--- config.mk ---
export PLATFORM = sky130hd
export DESIGN_NAME = fir_sample_packer
export DESIGN_NICKNAME = d
export VERILOG_FILES = /design/src/rtl/fir_pkg.sv /design/src/rtl/fir_frame_bank.sv /design/src/rtl/fir_sample_packer.sv
export SDC_FILE = /design/constraint.sdc
export NUM_CORES = 1
export LEC_CHECK = 0
export CAP_MARGIN = 30
export CORE_MARGIN = 5
export CORE_UTILIZATION = 45
export CTS_CLUSTER_DIAMETER = 60
export DETAILED_ROUTE_END_ITERATION = 16
export GPL_TIMING_DRIVEN = 0
export PLACE_DENSITY = 0.72
export SYNTH_ARGS = -nofsm -noshare
export SYNTH_HDL_FRONTEND = slang
export SYNTH_SLANG_ARGS = --single-unit
--- constraint.sdc ---
create_clock -name clkIn -period 4.2 [get_ports clkIn]
set_input_delay 0.63 -clock clkIn [delete_from_list [all_inputs] [get_ports clkIn]]
set_output_delay 0.63 -clock clkIn [all_outputs]
set_load 0.1 [all_outputs]
--- src/rtl/fir_pkg.sv ---
// rtl/fir_pkg.sv - shared types for the FIR filter, its sample packer and its downstream consumer
package fir_pkg;

  localparam int IN_SAMPLE_WIDTH  = 16;
  localparam int OUT_SAMPLE_WIDTH = 32;

  typedef logic signed [IN_SAMPLE_WIDTH-1:0] sample_t;

  typedef enum logic [1:0] {
    IDLE  = 2'd0,
    START = 2'd1,
    HOLD  = 2'd2
  } launch_state_t;

endpackage

--- src/rtl/fir_frame_bank.sv ---
// rtl/fir_frame_bank.sv - one frame bank of SAMPLES_NUM sample lanes with a full flag
module fir_frame_bank
  import fir_pkg::*;
#(
  parameter int SAMPLES_NUM = 4,
  parameter int LANE_W      = 2
) (
  input  logic                                 clkIn,
  input  logic                                 nResetIn,
  input  logic                                 we_i,
  input  logic [LANE_W-1:0]                    lane_i,
  input  sample_t                              data_i,
  input  logic                                 set_full_i,
  input  logic                                 clr_full_i,
  input  logic                                 flush_i,
  output logic [SAMPLES_NUM*IN_SAMPLE_WIDTH-1:0] frame_o,
  output logic                                 full_o
);

  logic [SAMPLES_NUM*IN_SAMPLE_WIDTH-1:0] frame_q;
  logic                                   full_q;

  // Lane storage: the addressed lane captures the incoming sample.
  always_ff @(posedge clkIn or negedge nResetIn) begin
    if (!nResetIn) begin
      frame_q <= '0;
    end else begin
      for (int k = 0; k < SAMPLES_NUM; k++) begin
        if (we_i && (lane_i == LANE_W'(k))) begin
          frame_q[k*IN_SAMPLE_WIDTH +: IN_SAMPLE_WIDTH] <= data_i;
        end
      end
    end
  end

  // Full flag: flush wins; set and clear never target the same bank together.
  always_ff @(posedge clkIn or negedge nResetIn) begin
    if (!nResetIn) begin
      full_q <= 1'b0;
    end else if (flush_i) begin
      full_q <= 1'b0;
    end else if (set_full_i) begin
      full_q <= 1'b1;
    end else if (clr_full_i) begin
      full_q <= 1'b0;
    end
  end

  assign frame_o = frame_q;
  assign full_o  = full_q;

endmodule

--- src/rtl/fir_sample_packer.sv ---
// rtl/fir_sample_packer.sv - ping-pong sample packer that launches frames into the FIR filter
module fir_sample_packer
  import fir_pkg::*;
#(
  parameter int SAMPLES_NUM  = 4,
  parameter int SAMPLE_WIDTH = IN_SAMPLE_WIDTH
) (
  input  logic                              clkIn,
  input  logic                              nResetIn,
  input  logic [SAMPLE_WIDTH-1:0]           sampleIn,
  input  logic                              sampleValidIn,
  output logic                              sampleReadyOut,
  input  logic                              flushIn,
  input  logic                              firBusyIn,
  output logic                              firStartOut,
  output logic [SAMPLE_WIDTH*SAMPLES_NUM-1:0] firDataOut,
  output logic [1:0]                        pendingOut
);

  localparam int LANE_W  = (SAMPLES_NUM > 1) ? $clog2(SAMPLES_NUM) : 1;
  localparam int FRAME_W = SAMPLE_WIDTH * SAMPLES_NUM;

  logic              wr_bank_q, wr_bank_d;
  logic              rd_bank_q, rd_bank_d;
  logic [LANE_W-1:0] lane_cnt_q, lane_cnt_d;
  launch_state_t     state_q, state_d;
  logic [FRAME_W-1:0] fir_data_q, fir_data_d;

  logic [1:0]         full;
  logic [FRAME_W-1:0] frame0, frame1;
  logic               accept;
  logic               lane_last;
  logic               launch;

  // Ready depends on registered state only, never on sampleValidIn.
  assign sampleReadyOut = !full[wr_bank_q];
  assign firStartOut    = (state_q == START);
  assign firDataOut     = fir_data_q;
  assign pendingOut     = {1'b0, full[0]} + {1'b0, full[1]};

  fir_frame_bank #(
    .SAMPLES_NUM (SAMPLES_NUM),
    .LANE_W      (LANE_W)
  ) u_bank0 (
    .clkIn      (clkIn),
    .nResetIn   (nResetIn),
    .we_i       (accept && !wr_bank_q),
    .lane_i     (lane_cnt_q),
    .data_i     (sampleIn),
    .set_full_i (accept && lane_last && !wr_bank_q),
    .clr_full_i (launch && !rd_bank_q),
    .flush_i    (flushIn),
    .frame_o    (frame0),
    .full_o     (full[0])
  );

  fir_frame_bank #(
    .SAMPLES_NUM (SAMPLES_NUM),
    .LANE_W      (LANE_W)
  ) u_bank1 (
    .clkIn      (clkIn),
    .nResetIn   (nResetIn),
    .we_i       (accept && wr_bank_q),
    .lane_i     (lane_cnt_q),
    .data_i     (sampleIn),
    .set_full_i (accept && lane_last && wr_bank_q),
    .clr_full_i (launch && rd_bank_q),
    .flush_i    (flushIn),
    .frame_o    (frame1),
    .full_o     (full[1])
  );

  // Fill side: advance the lane counter, hop to the other bank after the last lane.
  always_comb begin
    accept     = sampleValidIn && sampleReadyOut && !flushIn;
    lane_last  = (lane_cnt_q == LANE_W'(SAMPLES_NUM - 1));
    wr_bank_d  = wr_bank_q;
    lane_cnt_d = lane_cnt_q;
    if (flushIn) begin
      wr_bank_d  = 1'b0;
      lane_cnt_d = '0;
    end else if (accept) begin
      if (lane_last) begin
        wr_bank_d  = !wr_bank_q;
        lane_cnt_d = '0;
      end else begin
        lane_cnt_d = lane_cnt_q + LANE_W'(1);
      end
    end
  end

  // Launch FSM: capture a full bank into the output register, then pulse start for one cycle.
  always_comb begin
    state_d    = state_q;
    launch     = 1'b0;
    rd_bank_d  = rd_bank_q;
    fir_data_d = fir_data_q;
    case (state_q)
      IDLE: begin
        if (!flushIn && full[rd_bank_q] && !firBusyIn) begin
          launch     = 1'b1;
          fir_data_d = rd_bank_q ? frame1 : frame0;
          rd_bank_d  = !rd_bank_q;
          state_d    = START;
        end
      end
      START:   state_d = HOLD;
      HOLD:    state_d = IDLE;
      default: state_d = IDLE;
    endcase
    if (flushIn) begin
      rd_bank_d = 1'b0;
    end
  end

  // State, pointers and the registered frame bus.
  always_ff @(posedge clkIn or negedge nResetIn) begin
    if (!nResetIn) begin
      state_q    <= IDLE;
      wr_bank_q  <= 1'b0;
      rd_bank_q  <= 1'b0;
      lane_cnt_q <= '0;
      fir_data_q <= '0;
    end else begin
      state_q    <= state_d;
      wr_bank_q  <= wr_bank_d;
      rd_bank_q  <= rd_bank_d;
      lane_cnt_q <= lane_cnt_d;
      fir_data_q <= fir_data_d;
    end
  end

endmodule

==> results by group <==
Outcome
  – Outcome: completed

Timing
  – Min Tclk post-route: approximately 3.2 ns
  – Clock skew: roughly 0.0090 ns
  – Setup_tns: 0 ns
  – Setup violators final: 0
  – Fmax: 307.8 MHz
  – Hold Vio Cnt, Final: 0
  – Slew HR: between 30% and 40%
  – RSZ-0062 raised after global routing: false
  – Worst Tran Pin Value: 1.007 ns
  – Final Max Slew Viols: 0
  – Period utilization: 77.34%

Global routing
  – Number of global-route vias before repair: 5,344
  – Pin count of the biggest net entering global routing: 121
  – First-pass GRT wire length: 28.65 mm
  – Initial antenna violation count: 0
  – Remaining global-route overflow: 0
  – Tot GR Track Use: 16.86%

CTS
  – Clock-pin slew on the worst setup and hold paths: 0.07 ns
  – Hold_buf cts: 0
  – Clock root cell: clkbuf_16
  – CTS tree: yes
  – Post-CTS setup repair buffer count: 0
  – PostCTS Resize Cnt: 0
  – Worst skew pair latency: 0.43 ns
  – Total CTS buffers: 17
  – Max clock buf depth: 2
  – H-Tree Depth: 4
  – Num Clock Sinks: 200

Routing
  – DR vias: around 4,600
  – DRC viols: 0
  – Final WL: 17.28 mm
  – Average wire per standard cell: 19.68 um
  – Vias per inst: 5.246
  – First DRT Iteration DRCs: 157
  – Routed Antenna Nets: 0
  – Pre-Repair DR Iteration Count: 4

Critical path
  – Worst flop-to-flop path startpoint: rd_bank_q$_DFFE_PN0P_
  – CP Max Fanout: 7
  – R2R Path End: firDataOut[58]$_DFFE_PN0P_
  – Worst R2R Setup Slack: around 2.1 ns
  – Crit path launch type: register
  – Critical path capture point type: output port
  – Cells on worst reg2reg path: 5
  – Critical Path RT: 3.57 ns
  – CP Class: reg2out
  – Crit path from: wr_bank_q$_DFFE_PN0P_
  – Worst setup endpoint: sampleReadyOut
  – Worst EP arrival: 2.62 ns

Pwr
  – Seq pwr share: 46.0%
  – Power share of the combinational group: 19.1%
  – Lkg Pwr: 0.004848 uW
  – PD cells: roughly 490 mW/mm^2
  – Worst vdd ir: 0.0003253 V
  – Clock power frac: 34.8%
  – Switching Fraction: between 20 and 30%
  – P_int: around 3600 uW
  – Sw power: 1386 uW

Floorplanning
  – Standard-cell row count: 50
  – Core Area: 0.01852 sq mm
  – Initial Utilization: 45.26%
  – Die area: roughly 0.021 sq mm
  – Die Height: between 100 and 150 um
  – Number of placed I/O pins: 89
  – Die X: about 150 um

Place
  – IO buf count: 88
  – Placed cells: 846
  – Post-DP HPWL: 11.97 mm
  – Placer Congestion: 0.7659

Synth
  – Most common cell in the netlist: mux2_2
  – Mapped Area: 0.008381 sq mm
  – Synth area leaders: dfrtp_1 (60%), mux2_2 (33%), mux2_4 (1.6%)
  – Asr flop ratio synth: 100.0%
  – Mapped Avg Cell Area: 16.02 sq um
  – Yosys cell types: 29
  – Post-Syn Instances: 523
  – Share of the synthesized area in the top cell type: between 50% and 60%
  – Yosys top cell by area: dfrtp_1
  – Commonest cells post-synth: mux2_2 (247), dfrtp_1 (200), buf_2 (11), mux2_4 (9), nand2_1 (9)
  – YS warnings: 0
  – #FFs+latches synth: 200
  – Number of synthesized flops with an enable pin: 0
  – Main flop type after synthesis: dfrtp_1
  – Register area share after synthesis: around three fifths
  – Mapped Nets: 549

Cells and area
  – Finished Layout Cells: 878
  – P&R area growth vs syn: 21.87%
  – Layout cells sized above 1: 48.45%
  – Nets: 657
  – Fillers: between 1,000 and 1,500
  – # diodes: 0

Worst hold path
  – Hold Crit Class: in2async

Flow run
  – Max-Cap Viols: 0
==> metal layers <==
layer  share of wire (%)  vias up  GRT usage, %
met3                 3.4       23         3.755
met2                  50       81         28.76
li1                    -     2095             -
met1                  45     2407         21.29
met4                 1.8        0         5.786
met5                   0        -             0
==> kinds of logic (layout without fill, tap and decap cells) <==
family / count (synthesis) / in the layout / share of synthesized area [%]
AO/OA/AOI/OAI: 8 / 8 / 0.6420
adder cells (fa/ha/maj): 5 / 5 / 0.7465
buffers and inverters: 29 / 150 / 2.090
flip-flops: 200 / 200 / 59.72
multiplexers: 259 / 259 / 35.16
AND/OR/NAND/NOR: 22 / 22 / 1.642
==> sequential cells by signal, indices dropped and copies added (netlist names) <==
register	count
u_bank1.full_o	1
firDataOut	64
rd_bank_q	1
wr_bank_q	1
state_q	2
u_bank0.full_o	1
u_bank0.frame_o	64
u_bank1.frame_o	64
lane_cnt_q	2
==> final cells by class <==
type	count	area [sq um]	area share [%]
buffer	25	160.2	1.568
timing repair buffer	89	913.4	8.943
tap	234	292.8	2.867
multi-input combinational	294	3201	31.34
sequential	200	5005	49.00
clock inverter	12	170.2	1.666
inverter	4	15.01	0.1470
clock buffer	20	456.7	4.471
==> metrics by stage <==
step | worst slack, ns | hold slack, ns | utilization, % | cell area, sq um | power [uW]
after floorplan | 1.380 | 0.3344 | - | 8381 | 3021
after global placement | -5.280 | 0.4402 | 51.59 | 9554 | 3257
after detailed placement | 1.346 | 0.4588 | 51.77 | 9587 | 3310
after CTS | 0.9385 | 0.2006 | 55.16 | 10210 | 5053
after global routing | 0.8114 | 0.2227 | 55.16 | 10210 | 5206
final | 0.9516 | 0.1820 | 55.16 | 10210 | 5010
==> how the worst min path moves through the flow <==
stage | startpoint | end | slack, ns
after floorplan | nResetIn | firDataOut[0]$_DFFE_PN0P_ | 0.33
after global placement | state_q[1]$_DFFE_PN0P_ | state_q[1]$_DFFE_PN0P_ | 0.44
after detailed placement | state_q[1]$_DFFE_PN0P_ | state_q[1]$_DFFE_PN0P_ | 0.46
after CTS | nResetIn | firDataOut[33]$_DFFE_PN0P_ | 0.20
after global routing | nResetIn | firDataOut[34]$_DFFE_PN0P_ | 0.22
final | nResetIn | firDataOut[34]$_DFFE_PN0P_ | 0.18
==> worst max-delay path, stage by stage (launching register included) <==
cell and delay, ns:
dfrtp_1 0.49, mux2i_1 0.45, clkdlybuf4s50_1 1.24
==> cells in the final DEF (no fill, tap or decap), types with 2 or more instances in the layout <==
cell type,synthesis,final
mux2i_1,3,3
clkbuf_1,5,6
clkdlybuf4s50_1,0,87
nor2_1,2,2
inv_1,4,4
nand2_1,9,9
clkbuf_8,0,2
dfrtp_1,200,200
bufinv_16,0,4
buf_2,11,11
inv_6,0,2
clkbuf_16,0,17
mux2_4,9,9
nor2b_1,2,2
ha_1,5,5
mux2_2,247,247
buf_6,6,6
clkinv_2,0,5
buf_4,2,2
o21ai_0,3,3
==> power by group through the flow <==
| stage | clock (uW) | sequential [uW] | combinational [uW] |
|---|---|---|---|
| detailed placement | 0 | 2340 | 968 |
| CTS | 1770 | 2310 | 975 |
| global route | 1850 | 2330 | 1020 |
| global placement | 0 | 2320 | 935 |
| floorplan | 0 | 2610 | 408 |
| finish | 1750 | 2300 | 959 |
(Power assumes the default switching activity.)
